## config.mk

```make
export PLATFORM = sky130hd
export DESIGN_NAME = video_capture
export DESIGN_NICKNAME = d
export VERILOG_FILES = /design/src/rtl/video_capture.sv
export SDC_FILE = /design/constraint.sdc
export NUM_CORES = 1
export LEC_CHECK = 0
export CAP_MARGIN = 20
export CORE_ASPECT_RATIO = 0.75
export CORE_MARGIN = 2
export CORE_UTILIZATION = 58
export DETAILED_ROUTE_END_ITERATION = 16
export GPL_TIMING_DRIVEN = 1
export MAX_ROUTING_LAYER = met4
export PLACE_DENSITY = 0.85
export SETUP_SLACK_MARGIN = 0.05
export SLEW_MARGIN = 25
export SYNTH_ARGS = -nofsm -noshare
export SYNTH_HDL_FRONTEND = slang
export SYNTH_SLANG_ARGS = --single-unit
```

## constraint.sdc

```tcl
create_clock -name clk -period 10.1 [get_ports clk]
set_input_delay 3.03 -clock clk [delete_from_list [all_inputs] [get_ports clk]]
set_output_delay 3.03 -clock clk [all_outputs]
set_load 0.05 [all_outputs]
```

## src/rtl/video_capture.sv

```systemverilog
// Video capture front end: samples an external dotclk/hsync/vsync/RGB link with a fast system clock,
// measures frame and line totals, and emits one pix_valid pulse per active-area pixel.
module video_capture #(
  parameter int unsigned H_ACTIVE = 240,
  parameter int unsigned V_ACTIVE = 320,
  parameter int unsigned H_BP     = 20,
  parameter int unsigned V_BP     = 4,
  parameter int unsigned H_BITS   = 10,
  parameter int unsigned V_BITS   = 10
) (
  input  logic              clk,
  input  logic              rst,
  input  logic              dotclk,
  input  logic              hsync,
  input  logic              vsync,
  input  logic [7:0]        red,
  input  logic [7:0]        green,
  input  logic [7:0]        blue,
  output logic              pix_valid,
  output logic [H_BITS-1:0] pix_x,
  output logic [V_BITS-1:0] pix_y,
  output logic [23:0]       pix_rgb,
  output logic              frame_start,
  output logic              locked,
  output logic [V_BITS:0]   lines_per_frame,
  output logic [H_BITS:0]   dots_per_line,
  output logic              timeout_err
);

  localparam logic [H_BITS-1:0] HMax = '1;
  localparam logic [V_BITS-1:0] VMax = '1;
  localparam int unsigned       HEnd = H_BP + H_ACTIVE;
  localparam int unsigned       VEnd = V_BP + V_ACTIVE;

  typedef enum logic {StIdle, StCapture} state_e;

  // {dotclk, hsync, vsync, red, green, blue} share one synchronizer so they stay aligned
  logic [26:0] sync1_q, sync2_q;
  logic        dot_s, hs_s, vs_s;
  logic [23:0] rgb_s;

  state_e            state_q, state_d;
  logic              dot_prev_q;
  logic              hs_prev_q, hs_prev_d;
  logic              vs_prev_q, vs_prev_d;
  logic              seen_h_q, seen_h_d;
  logic [H_BITS-1:0] h_cnt_q, h_cnt_d;
  logic [V_BITS-1:0] v_cnt_q, v_cnt_d;
  logic              pix_valid_d, frame_start_d, locked_d, timeout_err_d;
  logic [H_BITS-1:0] pix_x_d;
  logic [V_BITS-1:0] pix_y_d;
  logic [23:0]       pix_rgb_d;
  logic [V_BITS:0]   lines_per_frame_d, lines_new;
  logic [H_BITS:0]   dots_per_line_d;
  logic              dot_rise, hs_fall, vs_fall, run, active;

  // Two-flop synchronizer for the whole video link
  always_ff @(posedge clk or negedge rst) begin
    if (!rst) begin
      sync1_q <= '0;
      sync2_q <= '0;
    end else begin
      sync1_q <= {dotclk, hsync, vsync, red, green, blue};
      sync2_q <= sync1_q;
    end
  end

  assign dot_s = sync2_q[26];
  assign hs_s  = sync2_q[25];
  assign vs_s  = sync2_q[24];
  assign rgb_s = sync2_q[23:0];

  assign dot_rise = dot_s & ~dot_prev_q;
  assign hs_fall  = dot_rise & hs_prev_q & ~hs_s;
  assign vs_fall  = dot_rise & vs_prev_q & ~vs_s;
  // The vsync fall that leaves IDLE already counts as a capture dot
  assign run      = dot_rise & ((state_q == StCapture) | vs_fall);

  // Next-state: counters, measurements, lock tracking and pixel output
  always_comb begin
    state_d           = state_q;
    hs_prev_d         = hs_prev_q;
    vs_prev_d         = vs_prev_q;
    seen_h_d          = seen_h_q;
    h_cnt_d           = h_cnt_q;
    v_cnt_d           = v_cnt_q;
    pix_valid_d       = 1'b0;
    frame_start_d     = 1'b0;
    pix_x_d           = pix_x;
    pix_y_d           = pix_y;
    pix_rgb_d         = pix_rgb;
    locked_d          = locked;
    lines_per_frame_d = lines_per_frame;
    dots_per_line_d   = dots_per_line;
    timeout_err_d     = timeout_err;
    lines_new         = (V_BITS+1)'(v_cnt_q) + (V_BITS+1)'(1);
    active            = 1'b0;

    if (dot_rise) begin
      hs_prev_d = hs_s;
      vs_prev_d = vs_s;
    end

    if ((state_q == StIdle) && vs_fall) begin
      state_d = StCapture;
    end

    if (run) begin
      if (hs_fall) begin
        h_cnt_d  = '0;
        seen_h_d = 1'b1;
        // First hsync fall after IDLE ends a partial line; don't report it
        if (seen_h_q) begin
          dots_per_line_d = (H_BITS+1)'(h_cnt_q) + (H_BITS+1)'(1);
        end
      end else if (h_cnt_q != HMax) begin
        h_cnt_d = h_cnt_q + H_BITS'(1);
      end

      if (vs_fall) begin
        v_cnt_d = '0;
      end else if (hs_fall && (v_cnt_q != VMax)) begin
        v_cnt_d = v_cnt_q + V_BITS'(1);
      end

      if (vs_fall && (state_q == StCapture)) begin
        lines_per_frame_d = lines_new;
        locked_d          = (lines_new == lines_per_frame) && (lines_new != '0);
      end

      if (h_cnt_d == HMax) begin
        timeout_err_d = 1'b1;
      end

      active = (32'(h_cnt_d) >= H_BP) && (32'(h_cnt_d) < HEnd) &&
               (32'(v_cnt_d) >= V_BP) && (32'(v_cnt_d) < VEnd);
      if (active) begin
        pix_valid_d   = 1'b1;
        pix_x_d       = h_cnt_d - H_BITS'(H_BP);
        pix_y_d       = v_cnt_d - V_BITS'(V_BP);
        pix_rgb_d     = rgb_s;
        frame_start_d = (pix_x_d == '0) && (pix_y_d == '0);
      end
    end
  end

  // State and output registers
  always_ff @(posedge clk or negedge rst) begin
    if (!rst) begin
      state_q         <= StIdle;
      dot_prev_q      <= 1'b0;
      hs_prev_q       <= 1'b0;
      vs_prev_q       <= 1'b0;
      seen_h_q        <= 1'b0;
      h_cnt_q         <= '0;
      v_cnt_q         <= '0;
      pix_valid       <= 1'b0;
      pix_x           <= '0;
      pix_y           <= '0;
      pix_rgb         <= '0;
      frame_start     <= 1'b0;
      locked          <= 1'b0;
      lines_per_frame <= '0;
      dots_per_line   <= '0;
      timeout_err     <= 1'b0;
    end else begin
      state_q         <= state_d;
      dot_prev_q      <= dot_s;
      hs_prev_q       <= hs_prev_d;
      vs_prev_q       <= vs_prev_d;
      seen_h_q        <= seen_h_d;
      h_cnt_q         <= h_cnt_d;
      v_cnt_q         <= v_cnt_d;
      pix_valid       <= pix_valid_d;
      pix_x           <= pix_x_d;
      pix_y           <= pix_y_d;
      pix_rgb         <= pix_rgb_d;
      frame_start     <= frame_start_d;
      locked          <= locked_d;
      lines_per_frame <= lines_per_frame_d;
      dots_per_line   <= dots_per_line_d;
      timeout_err     <= timeout_err_d;
    end
  end

endmodule

```

==> flow_summary.json, run 1 <==
{
  "ys_warn_count": 0,
  "post_dp_cell_area_um2": 7680,
  "nFillCells": 698,
  "synth.most_common_cell": "dfrtp_1",
  "drv_slew": 0,
  "drt_iter0_drc": 641,
  "crit_chain": "clkdlybuf4s50_1",
  "rows": 33,
  "die_h_um": 97.11,
  "yosys-top-cells-count": "149 x dfrtp_1, 63 x nand2_1, 47 x o21ai_0",
  "grt_usage_pct": 27.83,
  "die_w_um": 128.1,
  "avgSynthCellArea_um2": 11.74,
  "cts_buffers": 17,
  "cts.htree.levels": 4,
  "vias": 4769,
  "post_cts_buffers": 0,
  "fin_nets": 688,
  "clkLatencyLatePin_ps": 420,
  "clk_path_buf_depth": 2,
  "die_area_um2": 12440,
  "powerDensity_nw_per_um2": 192.1,
  "ant_nets": 0,
  "synth_area_um2": 6704,
  "synth_top_area_share_pct": 55.62,
  "areaGrowthSynthToFinish_pct": 23.46,
  "grt_pass1_vias": 4771,
  "slowest_delay_ps": 850,
  "tritoncts": "yes",
  "cts.sinks": 149,
  "drc": 0,
  "period_share_pct": 46.97,
  "max_slew.worst_pin.slew_ps": 832.4,
  "initial_core_util_pct": 60.36,
  "cp_slowest_cell": "clkdlybuf4s50_1",
  "fin_setup_tns_ps": 0,
  "grtUsageMet2_pct": 38.91,
  "synthCells": 571,
  "drive_above_1_share_pct": 14.46,
  "dp.final_hpwl_um": 10680,
  "viasPerCell": 5.932,
  "start_kind": "register",
  "yosysTopAreaCell": "dfrtp_1",
  "ys.flop_type": "dfrtp_1",
  "finalClockSkew_ps": 4.704,
  "portBuffers": 98,
  "cp_num_buf_inv": 1,
  "dr.pass1.iters": 5,
  "fin_crit_ps": 4744,
  "path_delay_family": "buffers and inverters",
  "synth.ff_latch_count": 149,
  "fin_area_um2": 8277,
  "use_met3_pct": 6.498,
  "routed_wl_um": 15790,
  "place.gp.congestion": 0.9602,
  "max-slew-margin-rel_pct": 43.80,
  "ys_top_cells_by_area": "dfrtp_1 56%, mux2_4 8.3%, xnor2_1 3.9%, nand2_1 3.5%, o21ai_0 3.5%",
  "fmax_mhz": 210.8,
  "ys_async_sr_fraction_pct": 100.0,
  "antennaDiodeCount": 0,
  "critPathMaxFanout": 2,
  "cp.arrival_ps": 1710,
  "grt_pass1_wl_um": 25790,
  "cts-root-buf": "clkbuf_16",
  "worstSetupPathType": "register to output pin",
  "cts_resized": 0,
  "status": "finished clean",
  "ys_seq_area_share_pct": 55.62,
  "synth-edff-count": 0,
  "crit_path_end_kind": "output pin",
  "grt_max_degree": 89,
  "routedWlPerCell_um": 19.64,
  "use_met1_pct": 40.18,
  "setup_viol": 0,
  "grt_setup_unrepaired": "false",
  "cp.required_ps": 7070,
  "grt-ovfl-total": 0,
  "core_area_um2": 11110,
  "busiest_layer": "met1",
  "ios": 99,
  "antenna_found_initial": 0,
  "ir_drop_uv": 144.9,
  "synth_nets": 608,
  "synth_cell_types": 66,
  "drv_cap": 0,
  "cts_hold_buf": 0,
  "final_hold_viol_count": 0,
  "p_leak_nw": 3.730,
  "hp-class": "register to register",
  "clkTransAtPathRegs_ps": 60
}
==> metrics by stage <==
stage	utilization [%]	hold slack (ps)	worst slack, ps	instances	total power [mW]
4_1_cts	74.48	349.9	5365	804	1.597
5_1_grt	74.52	353.6	5149	804	1.652
2_1_floorplan	-	331.2	6401	571	0.8581
3_5_place_dp	69.15	334.7	5516	772	0.9616
6_report	74.52	348.4	5356	804	1.590
3_3_place_gp	69.15	332.7	5566	772	0.9528
==> per-layer routing <==
metal  vias up  share of wire (%)
met3        33                8.6
li1       2178                  -
met2       244                 45
met1      2314                 45
met5         -                  0
met4         0                1.7
==> worst register-to-register path: stages (launching register included) <==
cell and delay (ps):
dfrtp_1 540, ha_1 370, nand3_1 180, or3_1 530
nand2_1 100, nand2_1 180, ha_1 240, inv_1 70
maj3_1 310, o21ai_0 150, nand4_1 170, nor4_2 430
a211oi_4 120, nand2_4 610, mux2_2 430
==> cell type report <==
cell class / instances / area, µm² / share of cell area [%]
Clock buffer: 18 / 439.2 / 5.306
Clock inverter: 14 / 153.9 / 1.859
Inverter: 12 / 45.04 / 0.5442
Multi-Input combinational cell: 369 / 2719 / 32.85
Sequential cell: 149 / 3729 / 45.05
Tap cell: 140 / 175.2 / 2.116
Timing Repair Buffer: 102 / 1016 / 12.28
==> where the power goes <==
group / internal (mW) / switching [mW]
clock: 0.358 / 0.274
combinational: 0.101 / 0.175
sequential: 0.635 / 0.0464
==> cells in the final DEF, fill, tap and decap left out, drive strengths merged, types with 11 or more instances in the layout <==
cell type | synthesis | final
a21oi | 14 | 14
clkbuf | 22 | 18
clkdlybuf4s50 | 0 | 97
dfrtp | 149 | 149
inv | 12 | 22
mux2 | 46 | 46
nand2 | 65 | 65
nand3 | 18 | 18
nand4 | 12 | 12
nor2 | 15 | 15
o21ai | 49 | 49
xnor2 | 30 | 30
xor2 | 11 | 11
==> worst paths after layout <==
check / startpoint / end / cells past startpoint / slack (ps)
worst min-delay path: sync1_q[10] / sync2_q[10] / 0 / 350
worst min register to register: sync1_q[10] / sync2_q[10] / 0 / 350
worst max register to register: h_cnt_q[0] / pix_x[9] / 14 / 5550
max in group asynchronous: rst / sync2_q[21] / 2 / 6380
worst max-delay path: pix_x[2] / pix_x[2] / 1 / 5360
min in group asynchronous: rst / sync1_q[24] / 1 / 2580
==> flip-flops by register name, indices dropped and copies added (netlist names), 10 cells and up <==
name,flops
h_cnt_q,10
v_cnt_q,10
pix_x,10
sync1_q,27
dots_per_line,11
pix_y,10
lines_per_frame,11
pix_rgb,24
sync2_q,27
==> cells by family (layout without fill, tap and decap cells) <==
kind of cell | Yosys count | count (layout) | share of synthesized area [%]
buffers and inverters | 53 | 146 | 3.919
muxes | 49 | 49 | 10.25
DFF | 149 | 149 | 55.62
adders and majority gates | 9 | 9 | 1.642
AOI/OAI and AO/OA | 110 | 110 | 10.96
xor gates and xnor gates | 41 | 41 | 5.356
and+or+nand+nor | 160 | 160 | 12.26
(Power assumes the default switching activity.)
==> inputs of run 2 (changes only) <==
--- a/config.mk
+++ b/config.mk
@@ -8,11 +8,11 @@
 export CAP_MARGIN = 20
 export CORE_ASPECT_RATIO = 0.75
 export CORE_MARGIN = 2
-export CORE_UTILIZATION = 58
+export CORE_UTILIZATION = 54
 export DETAILED_ROUTE_END_ITERATION = 16
 export GPL_TIMING_DRIVEN = 1
 export MAX_ROUTING_LAYER = met4
-export PLACE_DENSITY = 0.85
+export PLACE_DENSITY = 0.8
 export SETUP_SLACK_MARGIN = 0.05
 export SLEW_MARGIN = 25
 export SYNTH_ARGS = -nofsm -noshare
==> constraint.sdc (replaced) <==
create_clock -name clk -period 4.8 [get_ports clk]
set_input_delay 1.44 -clock clk [delete_from_list [all_inputs] [get_ports clk]]
set_output_delay 1.44 -clock clk [all_outputs]
set_load 0.05 [all_outputs]
==> run 2 against run 1 <==
Against the previous run: combinational power rose by 110%; routed wire length fell by 1.8%; die area rose by 7.1%; critical path depth rose by 14; sequential power rose by 110%; global-route usage fell by 2.6 points; clock skew rose by 5.9 ps; total power rose by 110%; register-to-register slack got worse by 5100 ps; clock power rose by 110%; first-iteration DRC count fell by 37%; setup slack got worse by 4900 ps.
==> flow_summary.json, run 2 (synthesis gave the netlist of run 1 again) <==
{
  "vias": 4736,
  "layout_commonest_cell": "dfrtp_1",
  "fin_crit_ps": 4378,
  "fin_nets": 696,
  "place_ws_ps": 548.4,
  "status": "finished clean",
  "setup_viol": 0,
  "path_delay_family": "simple AND/OR/NAND/NOR gates",
  "dp.final_hpwl_um": 10260,
  "ant_nets": 0,
  "drc": 0,
  "grt-ovfl-total": 0,
  "slowest_delay_ps": 570,
  "die_w_um": 132.7,
  "drt_iter0_drc": 401,
  "clk_path_buf_depth": 2,
  "rows": 35,
  "routed_wl_um": 15510,
  "drive_above_1_share_pct": 15.48,
  "setup_slack_ps": 421.8,
  "die_h_um": 100.5,
  "die_area_um2": 13330,
  "start_kind": "register",
  "rr_startpoint": "h_cnt_q[0]",
  "crit_chain": "ha_1, nand3_1, or3_1, nand2_1, nand2_1, ha_1, inv_1, maj3_1, o21ai_0, nand4_1, nor4_2, a211oi_4, nand2_4, buf_4, mux2_4",
  "routedWlPerCell_um": 18.51,
  "fin_setup_tns_ps": 0,
  "crit_path_start": "h_cnt_q[0]",
  "hold_start": "sync1_q[26]",
  "tritoncts": "yes",
  "grt_setup_unrepaired": "false",
  "cts_hold_buf": 0,
  "portBuffers": 98,
  "cts.htree.levels": 4,
  "cts-root-buf": "clkbuf_16",
  "clkLatencyLatePin_ps": 420,
  "viasPerCell": 5.652,
  "clkTransAtPathRegs_ps": 60,
  "max_slew.worst_pin.slew_ps": 845.7,
  "grt_max_degree": 108,
  "cp.required_ps": 5100,
  "most-common-layout-cells": "149 x dfrtp_1, 97 x clkdlybuf4s50_1, 63 x nand2_1",
  "finalClockSkew_ps": 10.59,
  "grt_pass1_wl_um": 25100,
  "crit_path_end_kind": "register",
  "drv_cap": 0,
  "dr.pass1.iters": 5,
  "final_hold_viol_count": 0,
  "grt_usage_pct": 25.25,
  "initial_core_util_pct": 54.87,
  "period_share_pct": 91.21,
  "post_cts_buffers": 0,
  "grt_pass1_vias": 4652,
  "ios": 99,
  "ir_drop_uv": 277.0,
  "hp-class": "register to register",
  "cp_slowest_cell": "dfrtp_1",
  "max-slew-margin-rel_pct": 42.81,
  "cts_buffers": 17,
  "critPathMaxFanout": 23,
  "largestRegisters": "sync1_q: 27 flops, sync2_q: 27 flops, pix_rgb: 24 flops",
  "whs_ps": 347.7,
  "p_leak_nw": 3.766,
  "fmax_mhz": 228.4,
  "areaGrowthSynthToFinish_pct": 25.08,
  "place.gp.congestion": 0.9590,
  "powerDensity_nw_per_um2": 394.0,
  "worstSetupPathType": "register to register",
  "cts.sinks": 149,
  "nFillCells": 821,
  "drv_slew": 0,
  "cp.arrival_ps": 4680,
  "antennaDiodeCount": 0,
  "core_area_um2": 12220,
  "cp_num_buf_inv": 2,
  "antenna_found_initial": 0,
  "cts_resized": 0
}
run 2: worst paths after layout:
kind                       cells past startpoint  slack, ps            endpoint
min reg2reg                                    0        350         sync2_q[26]
min                                            0        350         sync2_q[26]
max                                           15        420          pix_rgb[9]
max reg2reg                                   15        420          pix_rgb[9]
min in group asynchronous                      1        880          sync1_q[5]
max in group asynchronous                      3       2960  lines_per_frame[6]
run 2: per-stage QoR:
step                      cells  cell area [µm²]  total power [mW]  util [%]
after floorplan             571             6704             1.806         -
after global placement      805             7777             1.990     63.66
after detailed placement    805             7777             2.005     63.66
after CTS                   837             8358             3.308     68.41
after global routing        838             8386             3.430     68.63
final                       838             8386             3.304     68.63
run 2: worst reg2reg max path: cells and delay by family, from the launching register on:
kind,cells,cell delay (ps)
and+or+nand+nor,7,1620
muxes,1,320
AOI/OAI and AO/OA,2,370
buffers and inverters,2,370
adders and majority gates,3,1030
DFF,1,570
run 2: power by group:
part	internal, mW	switching [mW]
sequential	1.34	0.0925
combinational	0.217	0.351
clock	0.744	0.564
run 2: per-layer routing:
| layer | vias to the layer above | part of all wire, % | track usage (%) |
|---|---|---|---|
| met2 | 188 | 46 | 37.43 |
| met1 | 2338 | 47 | 35.58 |
| met5 | - | 0 | - |
| met3 | 17 | 6.5 | 6.234 |
| li1 | 2193 | - | - |
| met4 | 0 | 0.72 | 5.955 |
run 2: layout make-up:
class | instances | area [µm²] | area share (%)
Sequential cell | 149 | 3729 | 44.46
Multi-Input combinational cell | 369 | 2719 | 32.42
Timing Repair Buffer | 110 | 1105 | 13.18
Clock buffer | 18 | 439.2 | 5.237
Tap cell | 166 | 207.7 | 2.477
Clock inverter | 14 | 141.4 | 1.686
Inverter | 12 | 45.04 | 0.5372
